<file path="src/rtl/pixel_gray_pipe.sv">
// pixel_gray_pipe: three-stage RGB to gray converter with valid/ready flow control
module pixel_gray_pipe #(
  parameter int N = 32,
  parameter int CW = 8,
  parameter bit REPLICATE = 1
) (
  input  logic         clk,
  input  logic         reset,
  input  logic [N-1:0] in_data,
  input  logic [1:0]   in_mode,
  input  logic         in_valid,
  input  logic         in_last,
  output logic         in_ready,
  output logic [N-1:0] out_data,
  output logic         out_valid,
  output logic         out_last,
  input  logic         out_ready,
  output logic [15:0]  out_count
);
  localparam int SW = CW + 2;
  localparam int LW = CW + 8;
  localparam int K = CW + 4;
  localparam int PW = SW + K;
  // ceil(2^K/3): with K = SW+2 the reciprocal product is exact for every SW-bit sum
  localparam longint unsigned RECIP_L = ((64'd1 << K) + 64'd2) / 64'd3;
  localparam logic [PW-1:0] RECIP = PW'(RECIP_L);
  logic [CW-1:0] in_r, in_g, in_b;
  logic [SW-1:0] s1_sum_d, s1_sum_q;
  logic [LW-1:0] s1_luma_d, s1_luma_q;
  logic [CW-1:0] s1_r_q, s1_g_q, s1_b_q;
  logic [1:0]    s1_mode_q;
  logic          s1_valid_q, s1_last_q;
  logic [PW-1:0] mean_prod;
  logic [CW-1:0] mean, luma, mx, mn, s2_y_d, s2_y_q;
  logic          s2_valid_q, s2_last_q;
  logic [N-1:0]  out_data_d, out_data_q;
  logic          out_valid_q, out_last_q, advance;
  logic [15:0]   out_count_d, out_count_q;
  logic          unused_bits;
  assign in_b = in_data[CW-1:0];
  assign in_g = in_data[2*CW-1:CW];
  assign in_r = in_data[3*CW-1:2*CW];
  assign advance = out_ready | ~out_valid_q;
  assign in_ready = advance;
  assign s1_sum_d = SW'(in_r) + SW'(in_g) + SW'(in_b);
  assign s1_luma_d = LW'(in_r) * LW'(77) + LW'(in_g) * LW'(150) + LW'(in_b) * LW'(29);
  assign mean_prod = PW'(s1_sum_q) * RECIP;
  assign mean = mean_prod[K+CW-1:K];
  assign luma = s1_luma_q[LW-1:8];
  assign mx = (s1_r_q > s1_g_q) ? ((s1_r_q > s1_b_q) ? s1_r_q : s1_b_q) : ((s1_g_q > s1_b_q) ? s1_g_q : s1_b_q);
  assign mn = (s1_r_q < s1_g_q) ? ((s1_r_q < s1_b_q) ? s1_r_q : s1_b_q) : ((s1_g_q < s1_b_q) ? s1_g_q : s1_b_q);
  assign s2_y_d = (s1_mode_q == 2'd0) ? mean : (s1_mode_q == 2'd1) ? luma : (s1_mode_q == 2'd2) ? mx : mn;
  assign out_data_d = REPLICATE ? N'({3{s2_y_q}}) : N'(s2_y_q);
  assign out_count_d = (out_valid_q && out_ready) ? (out_last_q ? 16'd0 : out_count_q + 16'd1) : out_count_q;
  assign out_data = out_data_q;
  assign out_valid = out_valid_q;
  assign out_last = out_last_q;
  assign out_count = out_count_q;
  assign unused_bits = ^{in_data, mean_prod, s1_luma_q[7:0]};
  // Pipeline stages: all load together whenever the output can advance, else hold
  always_ff @(posedge clk or negedge reset) begin
    if (!reset) begin
      s1_valid_q  <= 1'b0;
      s1_last_q   <= 1'b0;
      s1_mode_q   <= 2'd0;
      s1_r_q      <= '0;
      s1_g_q      <= '0;
      s1_b_q      <= '0;
      s1_sum_q    <= '0;
      s1_luma_q   <= '0;
      s2_valid_q  <= 1'b0;
      s2_last_q   <= 1'b0;
      s2_y_q      <= '0;
      out_valid_q <= 1'b0;
      out_last_q  <= 1'b0;
      out_data_q  <= '0;
    end else if (advance) begin
      s1_valid_q  <= in_valid;
      s1_last_q   <= in_last;
      s1_mode_q   <= in_mode;
      s1_r_q      <= in_r;
      s1_g_q      <= in_g;
      s1_b_q      <= in_b;
      s1_sum_q    <= s1_sum_d;
      s1_luma_q   <= s1_luma_d;
      s2_valid_q  <= s1_valid_q;
      s2_last_q   <= s1_last_q;
      s2_y_q      <= s2_y_d;
      out_valid_q <= s2_valid_q;
      out_last_q  <= s2_last_q;
      out_data_q  <= out_data_d;
    end
  end
  // Output transfers per frame; the transfer carrying out_last restarts the count
  always_ff @(posedge clk or negedge reset) begin
    if (!reset) out_count_q <= 16'd0;
    else out_count_q <= out_count_d;
  end
endmodule

</file>
<file path="config.mk">
export PLATFORM = sky130hd
export DESIGN_NAME = pixel_gray_pipe
export DESIGN_NICKNAME = d
export VERILOG_FILES = /design/src/rtl/pixel_gray_pipe.sv
export SDC_FILE = /design/constraint.sdc
export NUM_CORES = 1
export LEC_CHECK = 0
export ABC_AREA = 1
export CAP_MARGIN = 10
export CELL_PAD_IN_SITES_DETAIL_PLACEMENT = 0
export CELL_PAD_IN_SITES_GLOBAL_PLACEMENT = 1
export CORE_MARGIN = 10
export CORE_UTILIZATION = 45
export DETAILED_ROUTE_END_ITERATION = 10
export MAX_ROUTING_LAYER = met4
export PLACE_DENSITY = 0.81
export SLEW_MARGIN = 20
export SYNTH_ARGS = -nofsm -noshare
export SYNTH_HDL_FRONTEND = slang
export SYNTH_SLANG_ARGS = --single-unit
</file>
<file path="constraint.sdc">
create_clock -name clk -period 5 [get_ports clk]
set_clock_uncertainty 0.1 [all_clocks]
set_input_delay 1 -clock clk [delete_from_list [all_inputs] [get_ports clk]]
set_output_delay 1 -clock clk [all_outputs]
set_load 0.02 [all_outputs]
</file>
==> metrics <==
gr usage total between 20% and 30%; vias in the first global route 9180; ys async rst share 100%; chip width about 170 µm; outcome finished, violations left; Core Area around 23000 µm²; H-tree depth 3; CP Capture Type flip-flop; Avg Synthesized Cell Area 7.97 µm²; Finished Layout Cells between 1500 and 2000; worst setup margin -1.17 ns; ant diodes 0; Slew headroom roughly 45%; yosys warns 0; most frequent cells in the layout 253 x nand2_1, 235 x inv_1, 151 x ha_1, 104 x nand3_1, 96 x buf_4; Yosys top cell area share 21.1%; synthesized area around 10000 µm²; Post-synth top flop dfrtp_1; Worst Path Max Fanout 5; Slew @ Worst Pin just over 0.8 ns; Num CTS Buffers 9; clock slew at reported path FFs around 0.07 ns; register bit total from synthesis 82; WL final between 20000 and 30000 µm; post-placement setup slack -2.03 ns; vias post-DR 8764; Worst Setup Path Type primary input to flip-flop; Fin. Hold Viols 0; die area 29400 µm²; most frequent CP cell ha_4; post-route minimum period just over 6 ns; CTS max path bufs 2; largest net degree at the start of global routing 88; failing checks setup timing; Starting DRT DRC Count about 540; DR vias/cell about 5.0; area leader, netlist ha_1; max_cap viols 0; max incr delay on CP ~0.55 ns; io pins 90; WL per Instance about 16 µm; cell with the largest stage delay on the worst path fa_1; hold buffers post-CTS 0; Antenna Nets Post-Route 0; Die H ~170 µm; share of layout cells above drive strength 1 between 10% and 20%; TritonCTS clock tree built; # rows 55; Critical Path RT just over 5 ns; I/O Buffers 73; TritonRoute pass-1 iters 5; gp weighted congestion between 0.9 and 1; utilization after layout 56.5%; Post-Synthesis Cells approximately 1300; total gr overflow 0; global-route wire length before repair roughly 46000 µm; fillcell total about 2100; fmax 162 MHz; P&R area growth vs syn 23.7%; Final Max Slew Viols 0; worst skew pair latency about 0.35 ns; dpl cells between 1500 and 2000; most common cell after layout, fill and taps aside nand2_1; DRC errors left 0; Final setup viols 8; Area contributors post-synth ha_1 21%, dfrtp_1 20%, fa_1 16%, nand2_1 9.5%, inv_1 9.1%; DP HPWL between 20000 and 25000 µm; root buf cell clkbuf_16; Period Utilization, post-route 123%; WP data arrival around 6.3 ns; post-synthesis sequential area ratio around 20%; Fin Setup TNS -8.04 ns; EDFF count, synth 0; CTS Sinks just over 80; R2R setup slack approximately 0.46 ns; critical path launch point type primary input; RSZ-0062 raised after global routing true; worst hold path type flip-flop to flip-flop; library cells used by synthesis 45; initial antenna violation count 0; initial core utilization 45.7%; Layout Nets approximately 1700
## through the flow
step / hold WS, ns / instance area, µm²
after floorplan: 0.320 / 10500
after detailed placement: 0.343 / 12100
after global placement: 0.338 / 12100
after global routing: 0.394 / 12800
after CTS: 0.362 / 12600
final: 0.354 / 12800
## path summary, 6_finish.rpt
path	from	to	cells past startpoint
worst max-delay path	in_data[12]	s1_luma_q[15]	29
worst min register to register	s2_valid_q	out_valid	2
worst max register to register	s1_sum_q[3]	s2_y_q[7]	19
max in group asynchronous	reset	s1_r_q[3]	2
worst min-delay path	s2_valid_q	out_valid	2
min in group asynchronous	reset	out_data[19]	1
## registers in the layout, indices dropped and copies added, names as in the netlist, 2 cells and up
register,count
s1_r_q,8
s2_y_q,8
s1_sum_q,10
out_data,8
s1_luma_q,8
s1_b_q,8
s1_g_q,8
s1_mode_q,2
out_count,16
## cells in the mapped netlist (all sizes together) (4+ instances only)
cell    instances
o21ai          75
o21bai          5
o211ai          4
a21oi          59
a21o            6
inv           251
buf            30
xnor2           8
nand3         109
ha            174
or2             9
xor2           10
a31oi           8
nor2           62
nand2         269
dfrtp          82
nand4          10
nor3            9
fa             85
clkbuf         12
o31ai           4
## cell type report
cell class | count | area (µm²) | area share (%)
Sequential cell | 82 | 2050 | 16.0
Clock inverter | 7 | 57.6 | 0.450
Tap cell | 285 | 357 | 2.79
Timing Repair Buffer | 175 | 1520 | 11.9
Clock buffer | 9 | 225 | 1.76
Inverter | 252 | 951 | 7.43
Multi-Input combinational cell | 929 | 7640 | 59.7
## timing repair
| item | 4_1_cts | 5_1_grt |
|---|---|---|
| setup endpoints to repair | 8 | 8 |
| pin swaps | 46 | 42 |
| gates resized for setup | 65 | 54 |
| setup buffers | 6 | 2 |
## critical path, delay by kind of cell
kind                     cells  cell delay (ns)
adder cells (fa/ha/maj)     10             3.84
AND/OR/NAND/NOR              9             0.72
buffers and inverters        7             0.39
AO/OA/AOI/OAI                2             0.16
XOR/XNOR                     1             0.14
## routing by layer
layer	vias up	wire length, µm	track usage [%]
li1	4437	-	-
met1	4190	12900	25.5
met2	107	13800	34.1
met3	30	533	1.95
met4	0	513	5.48
met5	-	0	-
## cells by family after synthesis
family,synth area share (%)
buf+inv,11.6
xor+xnor,1.52
compound gates,8.93
flops,19.8
simple gates,20.5
fa+ha+maj,37.5
other cells,0.0363
Power is not shown: default switching activity piles up to over one toggle a cycle in this logic, so the estimate is an artifact.
